**src/rtl/fetch_responder.sv**
```systemverilog
// Serving end of the channel-unit fetch protocol: reads a configured window of a
// source memory and presents one word at a time on dataOut, first-word-fall-through.
module fetch_responder #(
    parameter int DEPTH        = 256,
    parameter int DATA_WIDTH   = 32,
    parameter int READ_LATENCY = 1
) (
    input  logic                       clk,
    input  logic                       resetN,
    input  logic [$clog2(DEPTH)-1:0]   baseAddr,
    input  logic [$clog2(DEPTH):0]     numWords,
    input  logic                       storeConfig,
    input  logic                       start,
    input  logic                       stop,
    input  logic                       request,
    output logic [$clog2(DEPTH)-1:0]   memAddr,
    output logic                       memEn,
    input  logic [DATA_WIDTH-1:0]      memData,
    output logic [DATA_WIDTH-1:0]      dataOut,
    output logic                       dataValid,
    output logic                       busy,
    output logic                       done,
    output logic                       overrun
);

    localparam int AW = $clog2(DEPTH);
    localparam logic [2:0] LAT_LAST = 3'(READ_LATENCY - 1);
    localparam logic [AW-1:0] PTR_LAST = AW'(DEPTH - 1);

    typedef enum logic [2:0] {
        IDLE,
        PREFETCH,
        WAIT,
        READY,
        DONE
    } state_t;

    state_t                state_q, state_d;
    logic [AW-1:0]         base_q, base_d;
    logic [AW:0]           num_q, num_d;
    logic [AW-1:0]         rd_ptr_q, rd_ptr_d;
    logic [AW:0]           served_q, served_d;
    logic [2:0]            lat_cnt_q, lat_cnt_d;
    logic [DATA_WIDTH-1:0] data_q, data_d;
    logic                  overrun_q, overrun_d;
    logic                  request_q;

    logic                  req_edge;
    logic                  configurable;
    logic [AW:0]           served_inc;

    assign req_edge     = request & ~request_q;
    assign configurable = (state_q == IDLE) || (state_q == DONE);
    assign served_inc   = served_q + 1'b1;

    // NOTE: every variable is given a default before the case so no path leaves
    // one unassigned, which would otherwise infer a latch.
    always_comb begin
        state_d   = state_q;
        base_d    = base_q;
        num_d     = num_q;
        rd_ptr_d  = rd_ptr_q;
        served_d  = served_q;
        lat_cnt_d = lat_cnt_q;
        data_d    = data_q;
        overrun_d = overrun_q;

        // start reads the registered config, so a simultaneous store lands next time
        if (storeConfig && configurable) begin
            base_d = baseAddr;
            num_d  = numWords;
        end

        if (stop && (state_q != IDLE)) begin
            state_d = IDLE;
        end else begin
            case (state_q)
                IDLE, DONE: begin
                    if (req_edge && (state_q == DONE)) overrun_d = 1'b1;
                    if (start) begin
                        rd_ptr_d  = base_q;
                        served_d  = '0;
                        overrun_d = 1'b0;
                        state_d   = (num_q == '0) ? DONE : PREFETCH;
                    end
                end
                PREFETCH: begin
                    if (req_edge) overrun_d = 1'b1;
                    lat_cnt_d = '0;
                    state_d   = WAIT;
                end
                WAIT: begin
                    if (req_edge) overrun_d = 1'b1;
                    if (lat_cnt_q == LAT_LAST) begin
                        data_d   = memData;
                        rd_ptr_d = (rd_ptr_q == PTR_LAST) ? '0 : rd_ptr_q + 1'b1;
                        state_d  = READY;
                    end else begin
                        lat_cnt_d = lat_cnt_q + 3'd1;
                    end
                end
                READY: begin
                    if (req_edge) begin
                        served_d = served_inc;
                        state_d  = (served_inc == num_q) ? DONE : PREFETCH;
                    end
                end
                default: state_d = IDLE;
            endcase
        end
    end

    // NOTE: state registers use non-blocking assignments so every flop samples
    // pre-edge values regardless of process ordering.
    always_ff @(posedge clk) begin
        if (!resetN) begin
            state_q   <= IDLE;
            base_q    <= '0;
            num_q     <= '0;
            rd_ptr_q  <= '0;
            served_q  <= '0;
            lat_cnt_q <= '0;
            data_q    <= '0;
            overrun_q <= 1'b0;
            request_q <= 1'b0;
        end else begin
            state_q   <= state_d;
            base_q    <= base_d;
            num_q     <= num_d;
            rd_ptr_q  <= rd_ptr_d;
            served_q  <= served_d;
            lat_cnt_q <= lat_cnt_d;
            data_q    <= data_d;
            overrun_q <= overrun_d;
            request_q <= request;
        end
    end

    assign memEn     = (state_q == PREFETCH);
    assign memAddr   = rd_ptr_q;
    assign dataOut   = data_q;
    assign dataValid = (state_q == READY);
    assign busy      = !configurable;
    assign done      = (state_q == DONE);
    assign overrun   = overrun_q;

endmodule

```
**config.mk**
```make
export PLATFORM = sky130hd
export DESIGN_NAME = fetch_responder
export DESIGN_NICKNAME = d
export VERILOG_FILES = /design/src/rtl/fetch_responder.sv
export SDC_FILE = /design/constraint.sdc
export NUM_CORES = 1
export LEC_CHECK = 0
export ABC_CLOCK_PERIOD_IN_PS = 2300
export CORE_AREA = 2 2 77 94
export DETAILED_ROUTE_END_ITERATION = 7
export DIE_AREA = 0 0 79 96
export DONT_BUFFER_PORTS = 1
export PLACE_DENSITY_LB_ADDON = 0.1
export SLEW_MARGIN = 0
export SYNTH_ARGS = -nofsm -noshare
export SYNTH_HDL_FRONTEND = slang
export SYNTH_SLANG_ARGS = --single-unit
```
**constraint.sdc**
```tcl
create_clock -name clk -period 2.3 [get_ports clk]
set_clock_uncertainty 0.05 [all_clocks]
set_input_delay 0.23 -clock clk [delete_from_list [all_inputs] [get_ports clk]]
set_output_delay 0.23 -clock clk [all_outputs]
set_load 0.05 [all_outputs]
```
==> impl_metrics.toml <==
[routing]
firstDrtPassIters = 5
post-route-drc-count = 0
drt.antenna.violating_nets = 0
viasPerCell = 5.58
drtIter0Drc = 190
num_vias = 3450
wl_um = 9480
post_drt_wl_per_cell_um = 15.3

[cells_and_area]
area_delta_synth_final_pct = 24.4
design_area_sq_mm = 0.00443
final_net_count = 585
antenna_cells = 0
drive_gt1_share_pct = 9.04

[synth]
synth-main-ff-cell = "dfxtp_1"
async_flop_share_pct = 0
avgSynthCellArea_sq_um = 7.60
ys_top_cells_by_area = "dfxtp_1, nand2_1, a21oi_1, nor2_1, o21ai_0"
synth_edf_count = 0
syn_inst = 468
ys_warn_count = 0
synth_largest_area_cell = "dfxtp_1"
synth_cell_types = 55
synth_area_sq_mm = 0.00356
ys_seq_area_share_pct = 41.6
syn_nets = 527
synthTopCellsByCount = "nand2_1, dfxtp_1, a21oi_1"
ys_ff_latch = 74
yosys.area.top_type_share_pct = 41.6
synth_most_common_cell = "nand2_1"

[timing]
rsz0062_at_grt = "no"
slew_viol_final = 0
worstMarginPinSlew_ns = 0.803
period_needed_ns = 2.09
finalHoldViolations = 0
fin_setup_tns_ns = 0
fmax_mhz = 479
setup_viol = 0
min_period_over_period_pct = 90.8
relSlewSlack_pct = 46.5

[clock_network]
cts_root_buf = "clkbuf_8"
cts_made_buffers = 9
clk_latency_ns = 0.35
h-tree-depth = 3
cts_buffer_depth = 2
cts_setup_buffers = 0
cts_tree = "built"
path_clk_slew_ns = 0.08
cts_sinks = 74
holdBufCountCts = 53
cts_resized = 0

[placement]
io_buffers = 0
dpl-instance-area_sq_mm = 0.00369
place.gp.congestion = 0.905
dp_hpwl_um = 6170

[grt]
grt_pass1_wl_um = 15200
grt.overflow.total = 0
antenna_found_initial = 0
grt_max_degree = 33
grt_pass1_vias = 3306
grtUsageTotal_pct = 25.5

[setup_path]
cp_max_fo = 13
max_stage_delay_ns = 0.45
timing.rr.start = "served_q[0]"
reg2reg_to = "state_q[2]"
cp_cell_sequence = "nor2_1, inv_1, buf_4, nor2_1, buf_4"
cp.arrival_ns = 1.81
reg2regPathDepth = 6
cp-end-kind = "output port"
critPathRequiredTime_ns = 2.02
reg2reg_slack_ns = 0.22
cp_top_family = "buffers and inverters"
cp_num_buf_inv = 3
cp-start-kind = "flip-flop"
worstSetupPathType = "reg -> out"
cpMaxStageDelayCell = "dfxtp_1"

[floorplanning]
die_x_um = 79
die_y_um = 96
core-area_sq_mm = 0.00669
ios = 100
row_count = 33
start_util_pct = 53.2
die-area_sq_mm = 0.00758

[hold_path]
min_path_type = "in -> reg"
whs_path_depth = 3
hp-start = "stop"
hold_end = "state_q[0]"

[power]
ir_worst_vdd_mv = 0.441
p_per_area_mw_per_mm2 = 751
cellLeakagePower_nw = 1.64

[run_status]
status = "finished, final reports clean"

[flow_run]
maxCapViolations = 0
## metrics by stage
step           setup slack [ns]  hold slack, ns  power, mW  std cells  utilization (%)
2_1_floorplan             0.292           0.280       2.06        468                -
3_3_place_gp              0.356           0.307       2.23        549             55.2
3_5_place_dp              0.243           0.314       2.24        549             55.2
4_1_cts                   0.222          0.0268       3.34        618             66.2
5_1_grt                  0.0332          0.0431       3.47        618             66.2
6_report                  0.212          0.0466       3.32        618             66.2
## final cells by class
type / count / area, sq um
Timing Repair Buffer: 78 / 718
Clock inverter: 7 / 77.6
Fill cell: 587 / 2260
Tap cell: 87 / 109
Multi-Input combinational cell: 350 / 1870
Sequential cell: 74 / 1480
Clock buffer: 9 / 124
Inverter: 13 / 48.8
## power breakdown
| group | leakage (nW) | switching (mW) | total (mW) | internal (mW) |
|---|---|---|---|---|
| clock network | 0.0998 | 0.525 | 1.03 | 0.508 |
| registers | 0.601 | 0.149 | 1.51 | 1.36 |
| logic | 0.936 | 0.478 | 0.776 | 0.298 |
## tightest hold or removal path: cells and delay by family
family | cells | cell delay (ns)
and+or+nand+nor | 1 | 0.08
AOI/OAI and AO/OA | 2 | 0.10
## registers in the layout, summed over array words and instances (netlist names)
name and cells:
lat_cnt_q 3, memAddr 8, num_q 9, served_q 9
overrun 1, request_q 1, base_q 8, dataOut 32
state_q 3
## metal layers
| metal | up-vias | global-route usage, % | wire length, um |
|---|---|---|---|
| met5 | - | 0 | 0 |
| met4 | 0 | 11.2 | 164 |
| met3 | 12 | 7.69 | 687 |
| met2 | 109 | 42.7 | 4590 |
| met1 | 1596 | 30.5 | 4040 |
| li1 | 1733 | - | - |
## how the worst max path moves through the flow
stage,from,to,cells past startpoint
after global routing,state_q[0],done,5
after detailed placement,served_q[0],state_q[2],6
after global placement,served_q[0],state_q[2],6
final,state_q[0],done,5
after CTS,state_q[0],done,5
after floorplan,memAddr[0],memAddr[3],6
## cell usage in the layout, fill, tap and decap left out, types with 3 or more instances in the layout
cell	count
a21oi_1	72
or3_1	6
nand2_1	121
a21o_1	3
dlygate4sd3_1	53
dfxtp_1	74
nor2b_1	4
ha_1	4
xor2_1	5
nor4_1	4
o31ai_1	4
a211oi_1	5
o21ai_0	18
nor3_1	6
clkinv_4	3
and2_1	6
nand4_1	5
clkbuf_8	9
nand3_1	9
and3_1	4
or4_1	4
xnor2_1	5
nor2_1	26
inv_1	10
buf_4	25
## logic make-up after synthesis
group                      share of synthesized area [%]
DFF                                                 41.6
buffers and inverters                               6.05
adders and majority gates                           1.41
and+or+nand+nor                                     26.9
muxes                                              0.563
AOI/OAI and AO/OA                                   20.9
xor gates and xnor gates                            2.46
Power figures use the tool's default switching activity.
